$ cat src/rtl/sr_ff_bank.sv
// Bank of WIDTH clocked set/reset flip-flops with parallel load, per-bit change
// pulses and a saturating counter of cycles in which any channel saw S=R=1.
module sr_ff_bank #(
    parameter int unsigned       WIDTH         = 8,
    parameter int unsigned       CONFLICT_MODE = 0,
    parameter logic [WIDTH-1:0]  INIT          = '0,
    parameter int unsigned       CNT_W         = 8
) (
    input  logic             clk,
    input  logic             rst_n,
    input  logic             en,
    input  logic [WIDTH-1:0] s,
    input  logic [WIDTH-1:0] r,
    input  logic             load,
    input  logic [WIDTH-1:0] d,
    input  logic             clr_cnt,
    output logic [WIDTH-1:0] q,
    output logic [WIDTH-1:0] q_n,
    output logic [WIDTH-1:0] changed,
    output logic             conflict,
    output logic [CNT_W-1:0] conflict_cnt
);

    if (CONFLICT_MODE > 3) begin : g_bad_mode
        $error("sr_ff_bank: CONFLICT_MODE must be 0..3");
    end
    if (WIDTH < 1 || WIDTH > 32) begin : g_bad_width
        $error("sr_ff_bank: WIDTH must be 1..32");
    end
    if (CNT_W < 2 || CNT_W > 16) begin : g_bad_cnt_w
        $error("sr_ff_bank: CNT_W must be 2..16");
    end

    logic [WIDTH-1:0] q_q, q_d;
    logic [WIDTH-1:0] changed_q, changed_d;
    logic             conflict_q, conflict_d;
    logic [CNT_W-1:0] cnt_q, cnt_d;

    logic [WIDTH-1:0] both;
    logic [WIDTH-1:0] resolved;
    logic [WIDTH-1:0] sr_next;
    logic             hit;

    always_comb begin
        both = s & r;
        // Value each channel takes when both requests are active.
        case (CONFLICT_MODE)
            1:       resolved = '1;
            2:       resolved = '0;
            3:       resolved = ~q_q;
            default: resolved = q_q;
        endcase
        sr_next = (s & ~r) | (q_q & ~s & ~r) | (both & resolved);
        hit     = en & ~load & (|both);

        q_d = q_q;
        if (load) begin
            q_d = d;
        end else if (en) begin
            q_d = sr_next;
        end

        changed_d  = q_d ^ q_q;
        conflict_d = hit;

        cnt_d = cnt_q;
        if (clr_cnt) begin
            cnt_d = '0;
        end else if (hit && (cnt_q != '1)) begin
            cnt_d = cnt_q + CNT_W'(1);
        end
    end

    always_ff @(posedge clk or negedge rst_n) begin
        if (!rst_n) begin
            q_q        <= INIT;
            changed_q  <= '0;
            conflict_q <= 1'b0;
            cnt_q      <= '0;
        end else begin
            q_q        <= q_d;
            changed_q  <= changed_d;
            conflict_q <= conflict_d;
            cnt_q      <= cnt_d;
        end
    end

    assign q            = q_q;
    assign q_n          = ~q_q;
    assign changed      = changed_q;
    assign conflict     = conflict_q;
    assign conflict_cnt = cnt_q;

endmodule

$ cat config.mk
export PLATFORM = sky130hd
export DESIGN_NAME = sr_ff_bank
export DESIGN_NICKNAME = d
export VERILOG_FILES = /design/src/rtl/sr_ff_bank.sv
export SDC_FILE = /design/constraint.sdc
export NUM_CORES = 1
export LEC_CHECK = 0
export BUFFER_PORTS_ARGS = -buffer_cell sky130_fd_sc_hd__buf_2
export CAP_MARGIN = 20
export CELL_PAD_IN_SITES_DETAIL_PLACEMENT = 0
export CELL_PAD_IN_SITES_GLOBAL_PLACEMENT = 1
export CORE_MARGIN = 2
export CORE_UTILIZATION = 33
export DETAILED_ROUTE_END_ITERATION = 16
export GPL_ROUTABILITY_DRIVEN = 0
export PLACE_DENSITY = 0.78
export SLEW_MARGIN = 20
export SYNTH_ARGS = -nofsm -noshare
export SYNTH_HDL_FRONTEND = slang
export SYNTH_SLANG_ARGS = --single-unit
$ cat constraint.sdc
create_clock -name clk -period 2.25 [get_ports clk]
set_clock_uncertainty 0.1 [all_clocks]
set_input_delay 0.45 -clock clk [delete_from_list [all_inputs] [get_ports clk]]
set_output_delay 0.45 -clock clk [all_outputs]
set_load 0.005 [all_outputs]
* Word level (Yosys, flattened, before mapping)
Cells that the tools add are included.
Word-level totals: flip-flop bits (word level) 25, output and inout port bits 33, input bits 29
Cells by class: reductions and logical operators 3, bitwise logic cells 14, $add $sub $neg 1, multiplexer cells 4, eq/ne operators 1
Operator list (count):
- 8-bit AND | 5
- 8-bit two-way mux | 4
- 8-bit NOT | 3
- 8-bit OR | 2
- 8-bit by 1-bit adder with 8-bit output, second input constant | 1
- 8-bit != test, second input constant | 1
- 8-bit OR reduction | 1
- 8-bit XOR | 1
- 1-bit AND | 2
- 2-bit nonzero test | 1
- 1-bit logical AND | 1
- 1-bit NOT | 1

* Depth between registers and ports, before layout
Gate-level depths: netlist (run 1).
word-level depth 8, depth in mapped cells 7, gate-level depth less buffers 5

* Least setup slack after synthesis (run 1)
OpenSTA, ideal clock, no wires.
kind in2reg, start input s[4], end register cnt_q[6], in the netlist conflict_cnt[6], setup slack 0.512 ns, library setup time 0.132 ns, arrival 1.506 ns, stages on the path 6, required time 2.018 ns, path through a22o_1 -> o41ai_4 -> buf_6 -> inv_2 -> a21oi_2 -> nor3_2
Between the ends: word-level cells in the longest chain between the ends 5
RTL lines:
- start, declared | line 12 | input logic [WIDTH-1:0] s,
- 8-bit AND | line 45 | both = s & r;
- 8-bit OR reduction | line 54 | hit = en & ~load & (|both);
- 1-bit AND | line 54
- named net conflict_d | line 36 | logic conflict_q, conflict_d;
- 1-bit logical AND | line 69 | end else if (hit && (cnt_q != '1)) begin
- 2-bit nonzero test (no line)
- end signal, assigned | line 84 | cnt_q <= cnt_d;
- end, declared | line 37 | logic [CNT_W-1:0] cnt_q, cnt_d;
The timed path passes the listed nets, and every way through them passes these cells. A chain may end at the register's enable or synchronous reset.

* Worst setup path in the final report (run 1)
start register cnt_q[0], in the netlist conflict_cnt[0], end register cnt_q[3], in the netlist conflict_cnt[3]
Between the ends: word-level cells in the longest chain between the ends 3, elaborated cells between the ends (all ways) 6, those cells by class add/sub: 1; eq/ne: 1; mux: 2; reduce/logical: 2
RTL lines (line):
- 8-bit by 1-bit adder with 8-bit output / 8-bit != test (equally long branches) | 70, 69
- 8-bit two-way mux / 1-bit logical AND (equally long branches) | 69
- 8-bit two-way mux / 2-bit nonzero test (equally long branches)
Parallel ways exist; a longest one is shown, timed or not. The select of a mux whose other input is x is not followed.

==> results of run 1 <==
-- cell type report --
cell class | count | area share, %
Clock buffer | 4 | 2.65
Tap cell | 48 | 3.53
Inverter | 18 | 3.97
Sequential cell | 25 | 36.7
Timing Repair Buffer | 64 | 19.3
Multi-Input combinational cell | 87 | 33.9
-- cell usage in the layout (no fill, tap or decap), drive strengths merged --
| cell | netlist | routed |
|---|---|---|
| o41ai | 2 | 2 |
| or3 | 2 | 2 |
| nand3 | 3 | 3 |
| o21ai | 2 | 2 |
| nor2b | 1 | 1 |
| nand2 | 16 | 16 |
| xnor2 | 8 | 8 |
| and4 | 1 | 1 |
| dfrtp | 25 | 25 |
| nor2 | 1 | 1 |
| buf | 6 | 64 |
| nand2b | 3 | 3 |
| clkbuf | 1 | 4 |
| o31ai | 12 | 12 |
| nor3 | 2 | 2 |
| a21boi | 2 | 2 |
| or4 | 3 | 3 |
| nand3b | 1 | 1 |
| a22o | 4 | 4 |
| a21oi | 21 | 21 |
| inv | 18 | 18 |
| nor4 | 1 | 1 |
| o311ai | 1 | 1 |
| ha | 1 | 1 |
-- cells by family after synthesis --
family | Yosys count | synth area share (%)
AO/OA/AOI/OAI | 44 | 23.5
AND/OR/NAND/NOR | 34 | 14.2
buffers and inverters | 25 | 8.30
flip-flops | 25 | 47.7
XOR/XNOR | 8 | 5.34
adder cells (fa/ha/maj) | 1 | 0.954
-- critical path: cells and delay by family (launching register included) --
family          cells  cell delay (ns)
simple gates        3             0.67
flops               1             0.44
fa+ha+maj           1             0.24
buf+inv             1             0.17
compound gates      1             0.15
-- power breakdown --
part | total [mW] | switching, mW | internal [mW]
registers | 0.515 | 0.0226 | 0.492
clock network | 0.260 | 0.133 | 0.127
logic | 0.216 | 0.113 | 0.104
-- sequential cells by signal, summed over array words and instances (netlist names) --
signal / count
changed: 8
q: 8
conflict: 1
conflict_cnt: 8
-- worst max path at each step --
stage	start	to	slack (ns)	cells past startpoint
final	conflict_cnt[0]	conflict_cnt[3]	0.40	6
after global routing	conflict_cnt[0]	conflict_cnt[5]	0.27	6
after CTS	conflict_cnt[0]	conflict_cnt[3]	0.39	6
after detailed placement	load	conflict_cnt[4]	0.29	6
after global placement	load	conflict_cnt[5]	0.37	6
after floorplan	s[4]	conflict_cnt[6]	0.51	6
-- metrics by stage --
stage | hold WS (ns) | std cells | area, um2 | setup WS, ns | util [%]
after global routing | 0.109 | 246 | 1700 | 0.268 | 45.5
final | 0.0702 | 246 | 1700 | 0.400 | 45.5
after floorplan | 0.0544 | 137 | 1310 | 0.512 | -
after detailed placement | 0.381 | 242 | 1660 | 0.288 | 44.3
after global placement | 0.370 | 242 | 1660 | 0.369 | 44.3
after CTS | 0.0863 | 246 | 1700 | 0.393 | 45.5
-- metal layers --
metal	GRT usage [%]	up-vias	wire (um)
met5	0	-	0
met4	4.59	0	33
met3	4.73	4	224
met2	25.4	40	1600
met1	18.1	574	1330
li1	-	596	-
==> flow_metrics.env, run 1 <==
export IMPL_clk_transition_reported_paths_ns=0.08
export IMPL_cts_setup_buffers=0
export IMPL_ys_seq_area_share_pct=47.7
export IMPL_power_leakage_nw=0.846
export IMPL_drv_slew=0
export IMPL_via_per_inst=4.93
export IMPL_ys_ff_latch=25
export IMPL_yosysTopAreaCellShare_pct=47.7
export IMPL_status="completed"
export IMPL_post_route_cells_drive_above_1_share_pct=37.9
export IMPL_cts_hold_buf=0
export IMPL_endpoint_kind="register"
export IMPL_synth_top_cell_by_area="dfrtp_1"
export IMPL_postSynthAreaPerCell_um2=9.57
export IMPL_crit_type="reg -> reg"
export IMPL_ys_flop_type="dfrtp_1"
export IMPL_min_period_ns=1.85
export IMPL_cts_htree_levels=1
export IMPL_cts_tree="built"
export IMPL_wire_per_inst_um=12.9
export IMPL_finalSetupViolCount=0
export IMPL_synth_most_common_cell="dfrtp_1"
export IMPL_slowest_stage="or4_1"
export IMPL_clockBufferDepth=2
export IMPL_drv_cap=0
export IMPL_tightest_slew_ns=0.569
export IMPL_portBuffers=61
export IMPL_worstHoldPathType="in -> async"
export IMPL_cts_resized=0
export IMPL_drt_drc_violations_left=0
export IMPL_start_util_pct=35.0
export IMPL_ys_top_cells_by_count="25 x dfrtp_1, 20 x a21oi_1, 17 x inv_1, 16 x nand2_1, 12 x o31ai_1"
export IMPL_grt_total_usage_pct=15.0
export IMPL_r2r_start="conflict_cnt[0]"
export IMPL_nets=229
export IMPL_crit_fanout=12
export IMPL_arrival_ns=1.94
export IMPL_irDropWorstVdd_uv=477
export IMPL_ys_types=32
export IMPL_overflow=0
export IMPL_regToRegSetupSlack_ns=0.40
export IMPL_startpoint_type="register"
export IMPL_multi_input_area_um2=577
export IMPL_async_flop_share_pct=100
export IMPL_synth_edf_count=0
export IMPL_rr_worst_depth=6
export IMPL_rsz0062_at_grt="false"
export IMPL_coreArea_um2=3740
export IMPL_io_pins=62
export IMPL_finalCritPeriodShare_pct=82.2
export IMPL_hold_viol=0
export IMPL_max_stage_delay_ns=0.46
export IMPL_regArea_um2=626
export IMPL_placementRows=22
export IMPL_insertion_delay_ns=0.26
export IMPL_dieHeight_um=67.0
export IMPL_grt_pass1_vias=1113
export IMPL_slew_headroom_pct=62.0
export IMPL_grt_antenna_before_repair=0
export IMPL_total_power_mw=0.991
export IMPL_grt_start_max_net_pins=26
export IMPL_cts_root_buf="clkbuf_8"
export IMPL_syn_nets=167
export IMPL_antenna_cells=0
export IMPL_dieWidth_um=67.0
export IMPL_fillers=392
export IMPL_grt_pass1_wl_um=5040
export IMPL_r2r_end="conflict_cnt[3]"
export IMPL_max_freq_ghz=0.541
export IMPL_first_pass_iters=4
export IMPL_die_area_um2=4490
export IMPL_synthCells=137
export IMPL_vias=1214
export IMPL_drtIter0Drc=32
export IMPL_dp_hpwl_um=2500
export IMPL_synth_area_um2=1310
export IMPL_areaGrowthSynthToFinish_pct=29.9
export IMPL_clock_sinks=25
export IMPL_cts_buffers=3
export IMPL_worstPathRequired_ns=2.34
export IMPL_path_cells="ha_1 > nand3_1 > nor3_1 > buf_4 > or4_1 > a21oi_1"
export IMPL_yosysWarnings=0
export IMPL_pwr_density_cell_nw_per_um2=582
export IMPL_fin_setup_tns_ns=0
export IMPL_wl_um=3190
export IMPL_drtAntennaViolNets=0
export IMPL_synth_area_top_cells="dfrtp_1 48%, a21oi_1 7.6%, o31ai_1 6.9%"
Power figures use the tool's default switching activity.
==> inputs of run 2 (changes only) <==
ABC_AREA = 1   (was not set)
CORE_UTILIZATION = 32   (was 33)
PLACE_DENSITY = 0.77   (was 0.78)
clock period = 1.9 ns   (was 2.25 ns; I/O delays follow)
==> run 2 against run 1 <==
The flow now finishes with violations (hold timing). Synthesized area is 7.1% higher. Global-route usage shrank 0.52 points. Final area rose by 5.3%. Clock power is 27% higher. Synthesized cell count grew 35%. Sequential share of layout area fell by 1.8 points. Register-to-register slack about the same. Wire length increased by 5.6%. Final cell count rose by 22%. Critical path type unchanged. Highest routed layer unchanged.
==> flow_metrics.env, run 2 <==
export IMPL_postSynthAreaPerCell_um2=7.59
export IMPL_io_pins=62
export IMPL_dieHeight_um=70.2
export IMPL_insertion_delay_ns=0.27
export IMPL_areaGrowthSynthToFinish_pct=27.7
export IMPL_rsz0062_at_grt="false"
export IMPL_synth_top_family_by_area="simple AND/OR/NAND/NOR gates"
export IMPL_clk_transition_reported_paths_ns=0.10
export IMPL_antenna_cells=0
export IMPL_portBuffers=61
export IMPL_dieWidth_um=70.2
export IMPL_clockBufferDepth=2
export IMPL_wire_per_inst_um=11.2
export IMPL_grt_start_max_net_pins=26
export IMPL_die_area_um2=4930
export IMPL_ys_top_cells_by_count="48 x nand2_1, 25 x dfrtp_1, 22 x inv_1, 22 x nor2_1, 18 x nand3_1"
export IMPL_cts_setup_buffers=0
export IMPL_cts_root_buf="clkbuf_8"
export IMPL_status="complete, but fails checks"
export IMPL_wl_um=3360
export IMPL_crit_type="reg -> reg"
export IMPL_dp_hpwl_um=2530
export IMPL_tightest_slew_ns=0.585
export IMPL_fin_cells=299
export IMPL_startpoint_type="register"
export IMPL_fin_setup_tns_ns=0
export IMPL_grt_pass1_wl_um=5740
export IMPL_synth_simple_gate_area_share_pct=33.1
export IMPL_first_pass_iters=4
export IMPL_holdWs_ns=-0.000693
export IMPL_max_freq_ghz=0.673
export IMPL_synth_area_top_cells="dfrtp_1 45%, nand2_1 13%, nand3_1 6.4%"
export IMPL_drv_cap=0
export IMPL_min_period_ns=1.49
export IMPL_post_route_cells_drive_above_1_share_pct=31.6
export IMPL_async_flop_share_pct=100
export IMPL_synth_compound_area_share_pct=6.60
export IMPL_ys_flop_type="dfrtp_1"
export IMPL_post_route_util_pct=41.8
export IMPL_ys_ff_latch=25
export IMPL_endpoint_kind="register"
export IMPL_grt_total_usage_pct=14.5
export IMPL_overflow=0
export IMPL_slew_headroom_pct=61.0
export IMPL_arrival_ns=1.55
export IMPL_synth_xor_area_share_pct=6.24
export IMPL_drv_slew=0
export IMPL_grt_antenna_before_repair=0
export IMPL_violations="hold timing"
export IMPL_ys_types=21
export IMPL_yosysTopAreaCellShare_pct=44.6
export IMPL_cts_hold_buf=0
export IMPL_synth_area_um2=1400
export IMPL_power_leakage_nw=1.02
export IMPL_syn_nets=215
export IMPL_coreArea_um2=4290
export IMPL_cts_resized=0
export IMPL_drtAntennaViolNets=0
export IMPL_finalSetupViolCount=0
export IMPL_via_per_inst=4.45
export IMPL_yosysWarnings=0
export IMPL_grt_pass1_vias=1289
export IMPL_start_util_pct=32.7
export IMPL_ys_seq_area_share_pct=44.6
export IMPL_synthCells=185
export IMPL_dp_cells=295
export IMPL_nets=278
export IMPL_clock_sinks=25
export IMPL_cts_htree_levels=1
export IMPL_worstPathRequired_ns=1.97
export IMPL_final_common_cell="buf_2"
export IMPL_synth_edf_count=0
export IMPL_cts_buffers=3
export IMPL_layout_common_cells="61 x buf_2, 48 x nand2_1, 25 x dfrtp_1"
export IMPL_crit_fanout=9
export IMPL_synthAdderAreaFrac_pct=0.891
export IMPL_synth_top_cell_by_area="dfrtp_1"
export IMPL_finalCritPeriodShare_pct=78.2
export IMPL_irDropWorstVdd_uv=234
export IMPL_hold_viol=5
export IMPL_total_power_mw=1.23
export IMPL_pwr_density_cell_nw_per_um2=688
export IMPL_drtIter0Drc=68
export IMPL_placementRows=24
export IMPL_synth_most_common_cell="nand2_1"
export IMPL_vias=1330
export IMPL_worstHoldPathType="in -> async"
export IMPL_drt_drc_violations_left=0
export IMPL_cts_tree="built"
export IMPL_synth_mux_area_share_pct=0
==> run 2: cell count changes in the layout (fill, tap and decap cells not counted), moves of 8 or more <==
cell / change
a21oi_1: -20
nand2_1: +32
nand3_1: +15
nor2_1: +21
o21ai_0: +17
o31ai_1: -12
xnor2_1: -8
xor2_1: +10
==> run 2: final timing paths <==
| check | start | to | slack [ns] | cells past startpoint |
|---|---|---|---|---|
| setup / recovery | conflict_cnt[0] | conflict_cnt[7] | 0.41 | 8 |
| max in group asynchronous | rst_n | conflict | 1.32 | 1 |
| hold / removal | rst_n | changed[3] | -0.0007 | 1 |
| min in group clk | d[2] | q[2] | 0.31 | 4 |
| setup reg to reg | conflict_cnt[0] | conflict_cnt[7] | 0.41 | 8 |
| hold reg to reg | conflict_cnt[1] | conflict_cnt[1] | 0.48 | 2 |
==> run 2: layout make-up <==
| class | instances | area, um2 |
|---|---|---|
| inverters | 25 | 93.8 |
| fillers | 474 | 2500 |
| multi-input cells | 132 | 657 |
| well taps | 52 | 65.1 |
| flip-flops and latches | 25 | 626 |
| repair buffers | 61 | 305 |
| clock buffers | 3 | 41.3 |
| clock inverters | 1 | 5.00 |
==> run 2: stage by stage <==
step / setup slack [ns] / cell area, um2
after floorplan: 0.529 / 1400
after global placement: 0.456 / 1750
after detailed placement: 0.420 / 1750
after CTS: 0.405 / 1790
after global routing: 0.258 / 1790
final: 0.414 / 1790
==> run 2: logic make-up after synthesis <==
kind of cell,Yosys count
flops,25
xor+xnor,10
simple gates,103
buf+inv,28
compound gates,18
fa+ha+maj,1
==> run 2: critical path, stage by stage (launching register included) <==
cell	delay, ns
dfrtp_1	0.42
ha_1	0.19
nand2_1	0.09
nor2_2	0.12
nand3_2	0.08
nand3_4	0.15
nand2_4	0.10
nand2_1	0.07
nand2_1	0.05
==> run 2: routing by layer <==
metal  global-route usage (%)  up-vias  part of all wire [%]
met5                        0        -                     0
met4                     5.77        0                   1.8
met3                     2.60        6                   4.7
met2                     22.9       39                    46
met1                     19.7      584                    47
li1                         -      701                     -
==> run 2: where the power goes <==
group	switching (mW)	internal, mW	total, mW
Sequential	0.0331	0.592	0.626
Combinational	0.151	0.128	0.278
Clock	0.182	0.147	0.329
==> inputs of run 3 (changes only) <==
clock period = 1.5 ns   (was 1.9 ns; I/O delays follow)
==> run 3 against run 2 <==
The flow now finishes without violations. Wire length is 5.0% higher. Via count grew 3.1%. Sequential share of layout area is 1.2 points lower. Worst setup slack got worse by 0.33 ns. Non-clock buffer count increased by 4. Critical path depth unchanged. Sequential power grew 26%. Hold slack better by 0.23 ns. Core utilization grew 1.5 points. Fmax grew 4.9%. Clock-buffer cell count unchanged. Largest power group unchanged.
==> flow_metrics.env, run 3 (synthesis gave the netlist of run 2 again) <==
export IMPL_first_pass_iters=4
export IMPL_max_freq_ghz=0.706
export IMPL_finalSetupViolCount=0
export IMPL_crit_type="reg -> reg"
export IMPL_post_route_cells_drive_above_1_share_pct=34.1
export IMPL_grt_antenna_before_repair=0
export IMPL_die_area_um2=4930
export IMPL_drtAntennaViolNets=0
export IMPL_crit_buf_inv=1
export IMPL_layout_common_cells="61 x buf_2, 47 x nand2_1, 25 x dfrtp_1"
export IMPL_min_to="q[1]"
export IMPL_r2r_end="conflict_cnt[0]"
export IMPL_start_util_pct=32.7
export IMPL_hold_depth=4
export IMPL_drtIter0Drc=52
export IMPL_slew_headroom_pct=61.6
export IMPL_final_common_cell="buf_2"
export IMPL_min_period_ns=1.42
export IMPL_placementRows=24
export IMPL_worstHoldPathType="in -> reg"
export IMPL_endpoint_kind="register"
export IMPL_status="completed"
export IMPL_holdWs_ns=0.232
export IMPL_drt_drc_violations_left=0
export IMPL_grt_start_max_net_pins=26
export IMPL_hold_viol=0
export IMPL_via_per_inst=4.51
export IMPL_pwr_density_cell_nw_per_um2=852
export IMPL_wire_per_inst_um=11.6
export IMPL_max_stage_delay_ns=0.40
export IMPL_insertion_delay_ns=0.27
export IMPL_overflow=0
export IMPL_cts_htree_levels=1
export IMPL_grt_pass1_wl_um=5710
export IMPL_grt_total_usage_pct=14.4
export IMPL_io_pins=62
export IMPL_clock_sinks=25
export IMPL_clk_transition_reported_paths_ns=0.09
export IMPL_portBuffers=61
export IMPL_irDropWorstVdd_uv=285
export IMPL_wl_um=3530
export IMPL_antenna_cells=0
export IMPL_coreArea_um2=4290
export IMPL_crit_fanout=4
export IMPL_fin_setup_tns_ns=0
export IMPL_clockBufferDepth=2
export IMPL_dieWidth_um=70.2
export IMPL_power_leakage_nw=1.05
export IMPL_vias=1371
export IMPL_grt_pass1_vias=1294
export IMPL_dieHeight_um=70.2
export IMPL_fillers=461
export IMPL_rr_worst_depth=8
export IMPL_tightest_slew_ns=0.576
export IMPL_startpoint_type="register"
export IMPL_worstPathRequired_ns=1.56
export IMPL_path_cells="ha_2 > nand2_2 > nor2_2 > nand3_2 > buf_4 > nand3_2 > nand3_1 > nand2_1"
export IMPL_finalCritPeriodShare_pct=94.4
export IMPL_cpLargestDelayFamily="simple AND/OR/NAND/NOR gates"
export IMPL_dp_hpwl_um=2600
export IMPL_worst_path_most_repeated_cell="nand3_2"
export IMPL_worstHoldStart="d[1]"
export IMPL_cts_root_buf="clkbuf_8"
export IMPL_regToRegSetupSlack_ns=0.08
export IMPL_drv_cap=0
export IMPL_cts_buffers=3
export IMPL_nets=283
export IMPL_arrival_ns=1.48
export IMPL_drv_slew=0
export IMPL_r2r_start="conflict_cnt[0]"
export IMPL_slowest_stage="dfrtp_1"
export IMPL_areaGrowthSynthToFinish_pct=32.4
export IMPL_cts_tree="built"
## run 3: changes by cell type in the layout (fill, tap and decap cells not counted), sizes merged
cell,change
buf,+3
nand3,+1
dlygate4sd3,+1
## run 3: tightest hold or removal path, cell delays in order
cell and delay, ns:
buf_2 0.07, or2_2 0.09, nand2_1 0.07, inv_1 0.05
## run 3: layer usage
metal  share of wire, %  up-vias  track usage [%]  routed length (um)
li1                   -      713                -                   -
met1                 47      615             18.3                1670
met4                1.7        0             6.62                  61
met3                4.2        6             2.16                 147
met2                 47       37             24.0                1650
met5                  0        -                0                   0
## run 3: repair_timing
action	4_1_cts	5_1_grt
setup endpoints to repair	0	8
buffers inserted	0	2
gates resized for setup	0	5
hold buffers	1	0
endpoints found under the hold margin	25	0
## run 3: worst max-delay path by stage
stage,cells after the start,to,start,slack [ns]
finish,8,conflict_cnt[0],conflict_cnt[0],0.08
global route,8,conflict_cnt[5],conflict_cnt[0],-0.007
CTS,8,conflict_cnt[5],conflict_cnt[1],0.03
detailed placement,8,conflict_cnt[5],conflict_cnt[1],0.04
global placement,8,conflict_cnt[6],conflict_cnt[1],0.10
floorplan,8,conflict_cnt[2],conflict_cnt[0],0.13
## run 3: final cells by class
type	count	area, um2	share of cell area (%)
multi-input combinational	133	691	37.1
sequential	25	626	33.6
timing repair buffer	65	338	18.2
inverter	25	93.8	5.05
tap	52	65.1	3.50
clock buffer	3	41.3	2.22
clock inverter	1	5.00	0.269
## run 3: power by group
part / internal, mW / switching (mW) / total (mW)
registers: 0.750 / 0.0394 / 0.790
clock network: 0.186 / 0.223 / 0.409
logic: 0.178 / 0.207 / 0.386
total: 1.11 / 0.470 / 1.58
## run 3: per-stage QoR
stage | power [mW] | cell area [um2] | util [%] | setup WS [ns] | std cells
6_report | 1.58 | 1860 | 43.3 | 0.0839 | 304
5_1_grt | 1.69 | 1860 | 43.3 | -0.00723 | 304
4_1_cts | 1.59 | 1810 | 42.2 | 0.0254 | 301
3_5_place_dp | 1.18 | 1750 | 40.9 | 0.0392 | 296
3_3_place_gp | 1.17 | 1750 | 40.9 | 0.104 | 296
2_1_floorplan | 0.985 | 1400 | - | 0.129 | 185
